File: src/rtl/seg_scan_scheduler.sv
// Eight-digit seven-segment scan scheduler.
// A host fills a shadow frame (nibbles, digit mask, brightness). The frame is
// copied into the active frame only at a frame boundary, so the display never
// tears. The active frame is time-multiplexed onto active-low anodes.
//
// Handshake: commit is a one-cycle request with no ready. busy is high from the
// cycle after the request until commit_done, and further commits during that
// window merge into the same request. commit_done pulses for exactly one cycle
// on the cycle the new frame first appears (digit 0 slot).
module seg_scan_scheduler #(
    parameter int CLK_HZ     = 100_000_000,
    parameter int REFRESH_HZ = 480,
    parameter int BRIGHT_W   = 4
) (
    input  logic                clk,
    input  logic                reset,
    input  logic                wr_en,
    input  logic [2:0]          wr_addr,
    input  logic [3:0]          wr_data,
    input  logic [7:0]          shadow_mask,
    input  logic [BRIGHT_W-1:0] shadow_brt,
    input  logic                commit,
    input  logic                blank,
    output logic [7:0]          anode,
    output logic [2:0]          S,
    output logic [3:0]          hex,
    output logic                commit_done,
    output logic                busy,
    output logic                dbg_state
);

    localparam int DIV    = CLK_HZ / REFRESH_HZ;
    localparam int PRE_W  = (DIV > 1) ? $clog2(DIV) : 1;
    // (brt+1)*DIV never exceeds 2^(BRIGHT_W+PRE_W), so one spare bit is enough.
    localparam int PROD_W = PRE_W + BRIGHT_W + 1;
    localparam logic [PRE_W-1:0] PRE_MAX = PRE_W'(DIV - 1);

    typedef enum logic {ST_OFF = 1'b0, ST_ON = 1'b1} state_t;

    state_t              state;
    logic [PRE_W-1:0]    pre;
    logic [3:0]          shadow [8];
    logic [3:0]          active [8];
    logic [7:0]          mask;
    logic [BRIGHT_W-1:0] brt;
    logic                pending;

    logic                slot_end;
    logic                frame_end;
    logic                load;
    logic [PRE_W-1:0]    pre_n;
    logic [2:0]          s_n;
    logic [3:0]          shadow_n [8];
    logic [7:0]          mask_n;
    logic [3:0]          hex_n;
    state_t              state_n;
    logic [PROD_W-1:0]   on_prod;
    logic [PROD_W-1:0]   on_cyc;

    assign dbg_state = (state == ST_ON);

    // Lit time per slot from brightness, full width before the shift, clamped to 1.
    always_comb begin
        on_prod = (PROD_W'(brt) + PROD_W'(1)) * PROD_W'(DIV);
        on_cyc  = on_prod >> BRIGHT_W;
        if (on_cyc == '0) on_cyc = PROD_W'(1);
    end

    // Next-cycle slot position, frame load decision and FSM transition.
    always_comb begin
        slot_end  = (pre == PRE_MAX);
        frame_end = slot_end && (S == 3'd7);
        pre_n     = slot_end ? '0 : pre + PRE_W'(1);
        s_n       = slot_end ? S + 3'd1 : S;
        // A commit arriving on the boundary cycle itself is honoured there.
        load      = frame_end && (pending || commit);
        // Forward this cycle's write so it is part of a commit loaded on this edge.
        for (int i = 0; i < 8; i++) begin
            shadow_n[i] = (wr_en && wr_addr == 3'(i)) ? wr_data : shadow[i];
        end
        mask_n = load ? shadow_mask : mask;
        hex_n  = load ? shadow_n[s_n] : active[s_n];
        if (slot_end) begin
            state_n = mask_n[s_n] ? ST_ON : ST_OFF;
        end else if (state == ST_ON && PROD_W'(pre_n) < on_cyc) begin
            state_n = ST_ON;
        end else begin
            state_n = ST_OFF;
        end
    end

    // All state and registered outputs; blank is applied to the registered anode.
    always_ff @(posedge clk) begin
        if (reset) begin
            pre         <= '0;
            S           <= 3'd0;
            state       <= ST_ON;
            anode       <= 8'hFF;
            hex         <= 4'd0;
            mask        <= 8'hFF;
            brt         <= '1;
            pending     <= 1'b0;
            busy        <= 1'b0;
            commit_done <= 1'b0;
            for (int i = 0; i < 8; i++) begin
                shadow[i] <= 4'd0;
                active[i] <= 4'd0;
            end
        end else begin
            pre         <= pre_n;
            S           <= s_n;
            state       <= state_n;
            hex         <= hex_n;
            anode       <= (state_n == ST_ON && !blank) ? ~(8'd1 << s_n) : 8'hFF;
            pending     <= load ? 1'b0 : (pending || commit);
            busy        <= load ? 1'b0 : (pending || commit);
            commit_done <= load;
            for (int i = 0; i < 8; i++) begin
                shadow[i] <= shadow_n[i];
            end
            if (load) begin
                mask <= shadow_mask;
                brt  <= shadow_brt;
                for (int i = 0; i < 8; i++) begin
                    active[i] <= shadow_n[i];
                end
            end
        end
    end

endmodule

File: config.mk
export PLATFORM = sky130hd
export DESIGN_NAME = seg_scan_scheduler
export DESIGN_NICKNAME = d
export VERILOG_FILES = /design/src/rtl/seg_scan_scheduler.sv
export SDC_FILE = /design/constraint.sdc
export NUM_CORES = 1
export LEC_CHECK = 0
export ABC_AREA = 1
export CAP_MARGIN = 20
export CORE_MARGIN = 2
export CORE_UTILIZATION = 30
export CTS_CLUSTER_DIAMETER = 30
export DETAILED_ROUTE_END_ITERATION = 7
export PLACE_DENSITY = 0.46
export SKIP_LAST_GASP = 1
export SYNTH_ARGS = -nofsm -noshare
export SYNTH_HDL_FRONTEND = slang
export SYNTH_SLANG_ARGS = --single-unit
File: constraint.sdc
create_clock -name clk -period 5.2 [get_ports clk]
set_input_delay 1.04 -clock clk [delete_from_list [all_inputs] [get_ports clk]]
set_output_delay 1.04 -clock clk [all_outputs]
set_load 0.03 [all_outputs]
Word-level counts from Yosys, hierarchy flattened
Memory sizes are Yosys's and may differ from the RTL's.
Cells that the tools add are included.
W data, S select, Z words.
{ "totals": {"ff_bits": 48, "ram_bits": 64, "input_bits": 24, "out_inout_bits": 18, "wordCells": 108, "mem_count": 2} }
{ "mem_list": {"columns": ["name", "words", "word_bits", "rd", "rd_ports_with_merged_regs", "wr", "line_no", "source"], "rows": [
  ["active", 8, 4, 1, 0, 8, "43", "logic [3:0] active [8];"],
  ["shadow", 8, 4, 8, 0, 8, "42", "logic [3:0] shadow [8];"]
]} }
{ "classes": {"add_sub_neg": 3, "n_mul": 1, "magnitude_cmp": 3, "n_eq_ne": 9, "shifts": 1, "mux": 43, "bitwise": 19, "reduce_logical": 18} }
{ "op_table": {"columns": ["operator", "n"], "rows": [
  ["$mux W4", 27],
  ["$logic_not A23 Y1", 1],
  ["$mul A5 B18 Y23 const B", 1],
  ["$lt A18 B19 Y1", 1],
  ["$mux W19", 1],
  ["$add A18 B1 Y18 const B", 1],
  ["$eq A18 B18 Y1 const B", 1],
  ["$mux W18", 1],
  ["$or A1 B1 Y1", 16],
  ["$eq A3 B3 Y1 const B", 5],
  ["$bmux W4 S3", 1],
  ["$logic_and A1 B1 Y1", 12],
  ["$mux W1", 10],
  ["$mux W8", 1],
  ["$not A8 Y8", 1],
  ["$shl A1 B3 Y8 const A", 1],
  ["$eq A3 B2 Y1 const B", 2],
  ["$add A4 B1 Y5 const B", 1],
  ["$ge A4 B4 Y1 const B", 1],
  ["$lt A3 B4 Y1 const B", 1],
  ["$not A3 Y4", 1],
  ["$reduce_or A2 Y1", 2],
  ["$add A3 B1 Y3 const B", 1],
  ["$bmux W1 S3", 1],
  ["other kinds (6)", 6]
]} }

Depth between registers and ports, before layout
Gate-level depths: netlist of the first run.
{ "depth": {"depth_word": 11, "depth_mapped": 33, "depth_no_buf": 32} }

Least setup slack after synthesis of the first run
OpenSTA, ideal clock, no wires.
{ "synth_timing": {"kind": "register -> register", "startpoint": "reg brt[0]", "endpoint": "reg anode[0]", "setup_time_ns": 0.137, "arrival_ns": 4.615, "required_time_ns": 5.063, "path_slack_ns": 0.448, "stages_incl_launch_ff": 28, "path_buffers": 1, "synth_period_minus_slack_ns": 4.752, "path_cell_list": "dfxtp_1 > buf_2 > nand3_1 > xor2_1 > inv_1 > ha_1 > inv_1 > fa_1 > fa_1 > inv_1 > ha_1 > nand2_1 > nor2_1 > and2_1 > nand2_1 > nand2_1 > nand2_1 > nand2_1 > inv_1 > ha_1 > a21oi_1 > o31ai_1 > nand4_1 > nand3_1 > nor2_1 > nand4_2 > nand2_4 > nand3_1"} }
{ "synth_between": {"elab_chain_len": 11} }
{ "synth_rtl": {"columns": ["item", "line_no", "source"], "rows": [
  ["from (decl)", "45", "logic [BRIGHT_W-1:0] brt;"],
  ["from (signal assigned)", "123", "brt <= shadow_brt;"],
  ["$add A4 B1 Y5 *", "64", "on_prod = (PROD_W'(brt) + PROD_W'(1)) * PROD_W'(DIV);"],
  ["$mul A5 B18 Y23 *", "64", null],
  ["$logic_not A23 Y1", "66", "if (on_cyc == '0) on_cyc = PROD_W'(1);"],
  ["$mux W19 *", "66", null],
  ["$lt A18 B19 Y1 *", "85", "end else if (state == ST_ON && PROD_W'(pre_n) < on_cyc) begin"],
  ["$logic_and A1 B1 Y1 *", "85", null],
  ["$mux W1 *", "85", null],
  ["$mux W1 *", "83", "if (slot_end) begin"],
  ["$logic_and A1 B1 Y1 *", "114", "anode <= (state_n == ST_ON && !blank) ? ~(8'd1 << s_n) : 8'hFF;"],
  ["$not A1 Y1 (no line) *", null, null],
  ["$reduce_or A2 Y1 (no line) *", null, null],
  ["to (signal assigned)", "114", null],
  ["to (decl)", "24", "output logic [7:0] anode,"]
]} }
Mark *: on every way between the ends. The rest lies on a longest branch, timed or not.
A chain may end at the register's enable or synchronous reset.

Worst setup path in the final report of the first run
{ "layout_timing": {"startpoint": "reg brt[0]", "endpoint": "reg anode[2]"} }
Same word-level chain as after synthesis.

==> flow_summary.ini, run 1 <==
[layout]
layout.nets = 1155
antenna_cells = 0
fin_area_sq_mm = 0.008621
instances_no_fill = 1383
fillers = 2650
synthToLayoutAreaGrowth_pct = 15.31
post-route-util_pct = 35.34
drive_gt1_share_pct = 8.593

[global_route]
use_met1_pct = 22.26
overflow = 0
grt_pass1_vias = 6150
antenna_found_initial = 0
top_usage_layer = met2
grt_use_met3_pct = 2.273
grt_max_degree = 43
grt_pass1_wl_um = 32800
grt.total_usage_pct = 15.82
grt_use_met2_pct = 25.78

[detailed_routing]
drt-wirelength-per-cell_um = 14.55
drtAntennaViolNets = 0
drcViolationCount = 0
num_vias = 6359
drtIter0Drc = 326
viasPerCell = 4.598
firstDrtPassIters = 6
wl_um = 20130

[synthesis]
synth_area_leader_cell = dfxtp_1
netlist_top_cells_count = nand2_1, inv_1, nor2_1
synth.most_common_cell = nand2_1
yosysUniqueCellTypes = 53
yosysWarnings = 0
ys.flop_type = dfxtp_1
synthCells = 1011
synth_edf_count = 32
syn-mean-instance-area_sq_um = 7.395
synthesis.nets = 1112
ys_top_cells_by_area = dfxtp_1, edfxtp_1, nand2_1
ys_seq_area_share_pct = 34.28
ys_ff_latch = 112
netlist_area_sq_mm = 0.007476
synth_top_area_share_pct = 21.42
synthArstFlopShare_pct = 0

[timing]
tns_ns = 0
skew_ns = 0.01317
tightest_slew_ns = 1.026
slew_headroom_pct = 31.06
hold_viol = 0
max_clock_freq_mhz = 210.0
min_period_over_period_pct = 91.58
fin_ws_ns = 0.4377
whs_ns = 0.4596
drv_slew = 0
setup_viol = 0
period_needed_ns = 4.762

[place]
place_ws_ns = 0.1985
dpl.hpwl_um = 15490
postPlaceCellArea_sq_mm = 0.008254
gp_congestion = 0.8551
numPlacedInstances = 1365
io_buffers = 41

[critical_path]
max_stage_delay_ns = 0.51
endpoint = anode[2]
critical_path_arrival_ns = 4.99
r2r-end = anode[2]
cp-end-kind = register
cp_common_cell = nand2_1
path_max_fanout = 8
critPathLaunchType = register
reg2regPathDepth = 25
critPathLaunch = brt[0]
cp.required_ns = 5.42
reg2reg_slack_ns = 0.44
cp_slowest_cell = fa_1
reg2reg_from = brt[0]
critical_path_class = register to register

[floorplanning]
die_h_um = 161.9
io_pins = 42
start_util_pct = 30.65
fp-row-count = 57
core-area_sq_mm = 0.02439
die_w_um = 161.9
fp.dieArea_sq_mm = 0.02620

[clock_network]
clk_path_buf_depth = 2
tritoncts = yes
htreeDepth = 3
cts_buffers = 9
cts_hold_buf = 0
cts-root-buf = clkbuf_16
clock_sinks = 112
clkTransAtPathRegs_ns = 0.08
insertion_delay_ns = 0.36

[power]
power_density_mw_per_mm2 = 204.1
p_leak_nw = 4.105
ir_drop_v = 0.0001365
total_power_mw = 1.759

[run_status]
status = finished clean

[min_path]
min_path_type = register to register
hold_depth = 2

[run]
drv_cap = 0
## placed cells by master, fill, tap and decap left out, types with 6 or more instances in the layout
cell type        count
nand3_1             51
inv_1              152
dfxtp_1             77
nand2_1            229
a21oi_1             39
nor2_2               8
a22oi_1              9
or2_2                6
clkdlybuf4s50_1     40
nor2_1             122
nor4_1               7
fa_1                12
nor3_1              46
nand2_2              7
ha_1                62
nand4_1             16
inv_2               14
buf_4               12
edfxtp_1            32
o21ai_0              8
o22ai_1             15
mux2i_1             16
clkbuf_16            9
## worst max-delay path: cells and delay by family, from the launching register on
kind | cells | cell delay (ns)
AO/OA/AOI/OAI | 1 | 0.15
adder cells (fa/ha/maj) | 6 | 2.12
AND/OR/NAND/NOR | 14 | 1.54
XOR/XNOR | 1 | 0.19
flip-flops | 1 | 0.34
buffers and inverters | 3 | 0.27
## kinds of logic (layout without fill, tap and decap cells)
kind of cell             after synthesis  in the layout  synth area share [%]
AND/OR/NAND/NOR                      514            514                 30.63
buffers and inverters                190            238                 9.925
flip-flops                           112            112                 34.28
AO/OA/AOI/OAI                         93             93                 7.782
adder cells (fa/ha/maj)               77             77                 14.09
multiplexers                          16             16                 2.142
XOR/XNOR                               9              9                 1.155
## state kept, by name, indices dropped and copies added (netlist names)
signal,flops
mask,8
brt,4
shadow,32
hex,4
pre,18
pending,1
commit_done,1
dbg_state,1
active,32
anode,8
S,3
## routing by layer
layer	routed length (um)	part of all wire, %
met1	10110	50
met2	8980	45
met5	0	0
met3	780	3.9
met4	250	1.2
## area by class of cell
type | instances | area [sq um] | area share, %
Clock buffer | 9 | 225.2 | 2.612
Clock inverter | 7 | 88.84 | 1.030
Inverter | 169 | 634.4 | 7.358
Multi-Input combinational cell | 709 | 4205 | 48.78
Sequential cell | 112 | 2566 | 29.77
Tap cell | 324 | 405.4 | 4.702
Timing Repair Buffer | 53 | 495.5 | 5.747
## worst min-delay path by stage
stage | to | slack, ns | start
3_3_place_gp | mask[1] | 0.44 | mask[1]
5_1_grt | mask[2] | 0.49 | mask[2]
2_1_floorplan | mask[1] | 0.42 | mask[1]
3_5_place_dp | mask[7] | 0.44 | mask[7]
4_1_cts | mask[7] | 0.46 | mask[7]
6_report | mask[5] | 0.46 | mask[5]
## repair_timing
| item | in CTS | in global routing |
|---|---|---|
| buffers inserted | 0 | 2 |
| gates resized for setup | 0 | 14 |
| setup endpoints to repair | 0 | 9 |
## power by group
part | total [mW] | leakage (nW) | switching (mW) | internal, mW
clock network | 0.741 | 0.155 | 0.356 | 0.386
registers | 0.920 | 0.978 | 0.00620 | 0.913
logic | 0.0980 | 2.97 | 0.0602 | 0.0378
Note: power is estimated with default switching activity, not from simulation.
==> inputs of run 2 (changes only) <==
- CORE_UTILIZATION: 30 -> 40
- PLACE_DENSITY: 0.46 -> 0.57
- SLEW_MARGIN: not set -> 20
==> run 2 against run 1 <==
  * Die area is 24% lower
  * Setup slack better by 0.032 ns
  * Global-route usage is 3.5 points higher
  * Combinational power is 2.3% lower
  * Critical path type unchanged
==> flow_summary.ini, run 2 (same netlist as run 1, synthesis figures left out) <==
[floorplanning]
core-area_sq_mm = 0.01815
fp.dieArea_sq_mm = 0.01980
die_h_um = 140.7
io_pins = 42
fp-row-count = 49
start_util_pct = 41.20
die_w_um = 140.7

[critical_path]
critical_path_class = register to register
cp.required_ns = 5.41
path_max_fanout = 8
critical_path_arrival_ns = 4.94
cp-end-kind = register
critPathLaunchType = register

[clock_network]
cts_setup_buffers = 0
clock_sinks = 112
insertion_delay_ns = 0.36
clk_path_buf_depth = 2
tritoncts = yes
cts-resized-gates = 0
cts-root-buf = clkbuf_16
cts_buffers = 9
clkTransAtPathRegs_ns = 0.08
cts_hold_buf = 0
htreeDepth = 3

[power]
comb_power_share_pct = 5.6
switching_power_uw = 424.1
p_clk_share_pct = 40.7
seqPwrFrac_pct = 53.7
ir_drop_v = 0.0001330
p_int_mw = 1.289
power_density_mw_per_mm2 = 203.5
p_leak_nw = 4.065
swShare_pct = 24.76

[timing]
min_period_over_period_pct = 90.97
tns_ns = 0
slew_headroom_pct = 41.64
rsz0062_at_grt = no
tightest_slew_ns = 0.8754
period_needed_ns = 4.730
skew_ns = 0.01387
drv_slew = 0
setup_viol = 0
max_clock_freq_mhz = 211.4
whs_ns = 0.4563
hold_viol = 0

[detailed_routing]
drtAntennaViolNets = 0
wl_um = 18660
drt-wirelength-per-cell_um = 14.57
drtIter0Drc = 443
firstDrtPassIters = 5
viasPerCell = 5.030
drcViolationCount = 0
num_vias = 6444

[layout]
instances_no_fill = 1281
layout_commonest_cell = nand2_1
synthToLayoutAreaGrowth_pct = 12.60
antenna_cells = 0
fillers = 1841
reg_top3 = active: 32 flops, shadow: 32 flops, pre: 18 flops
final_cell_mix = nand2_1, inv_1, nor2_1
post-route-util_pct = 46.39
drive_gt1_share_pct = 7.224
layout.nets = 1148

[place]
io_buffers = 41
dpl.hpwl_um = 14080
gp_congestion = 0.8852
numPlacedInstances = 1265

[global_route]
grt_max_degree = 81
antenna_found_initial = 0
grt_pass1_wl_um = 30480
overflow = 0
grt.total_usage_pct = 19.37
grt_pass1_vias = 5943

[min_path]
min_path_type = register to register

[run]
drv_cap = 0

[run_status]
status = finished clean
## run 2: stage by stage
stage               cell area [sq um]  setup slack (ns)  power (mW)
floorplan                        7476            0.4481      0.9949
global placement                 8098            0.3336       1.036
detailed placement               8098            0.2849       1.036
CTS                              8398            0.2460       1.731
global route                     8418         0.0001616       1.774
finish                           8418            0.4698       1.713
## run 2: worst max-delay path, stage by stage, from the launching register on
cell,delay (ns)
dfxtp_1,0.40
nand3_1,0.15
xor2_2,0.18
inv_2,0.11
ha_1,0.37
ha_1,0.35
inv_1,0.07
fa_1,0.51
inv_1,0.05
ha_1,0.38
nand2_1,0.14
nor2_1,0.25
and2_1,0.16
nand2_1,0.07
nand2_1,0.07
nand2_1,0.05
nand2_1,0.07
inv_1,0.05
ha_1,0.28
a21oi_1,0.16
o31ai_1,0.08
nand4_1,0.09
nand3_1,0.07
nor2_1,0.13
nand4_2,0.16
nand2_4,0.13
nand3_1,0.07
## run 2: final cells by class
cell class / instances / area [sq um] / area share (%)
Clock buffer: 9 / 225.2 / 2.675
Clock inverter: 7 / 75.07 / 0.8918
Inverter: 169 / 634.4 / 7.536
Multi-Input combinational cell: 709 / 4189 / 49.76
Sequential cell: 112 / 2565 / 30.47
Tap cell: 229 / 286.5 / 3.404
Timing Repair Buffer: 46 / 442.9 / 5.262
## run 2: worst paths after layout
kind / start / to / slack, ns / depth (start not counted)
max reg2reg: brt[1] / anode[7] / 0.47 / 26
min reg2reg: mask[5] / mask[5] / 0.46 / 2
min: mask[5] / mask[5] / 0.46 / 2
max: brt[1] / anode[7] / 0.47 / 26
## run 2: power groups by stage
stage / logic [mW] / clock network (mW) / registers (mW)
final: 0.0957 / 0.698 / 0.920
after global routing: 0.106 / 0.746 / 0.922
after CTS: 0.0968 / 0.714 / 0.920
after detailed placement: 0.0963 / 0 / 0.940
after global placement: 0.0960 / 0 / 0.940
after floorplan: 0.0519 / 0 / 0.943
## run 2: routing by layer
metal | part of all wire, % | global-route usage (%) | up-vias
met1 | 46 | 25.86 | 2931
met2 | 48 | 33.02 | 142
met3 | 3.9 | 2.683 | 18
li1 | - | - | 3353
met5 | 0 | 0 | -
met4 | 1.4 | 5.263 | 0
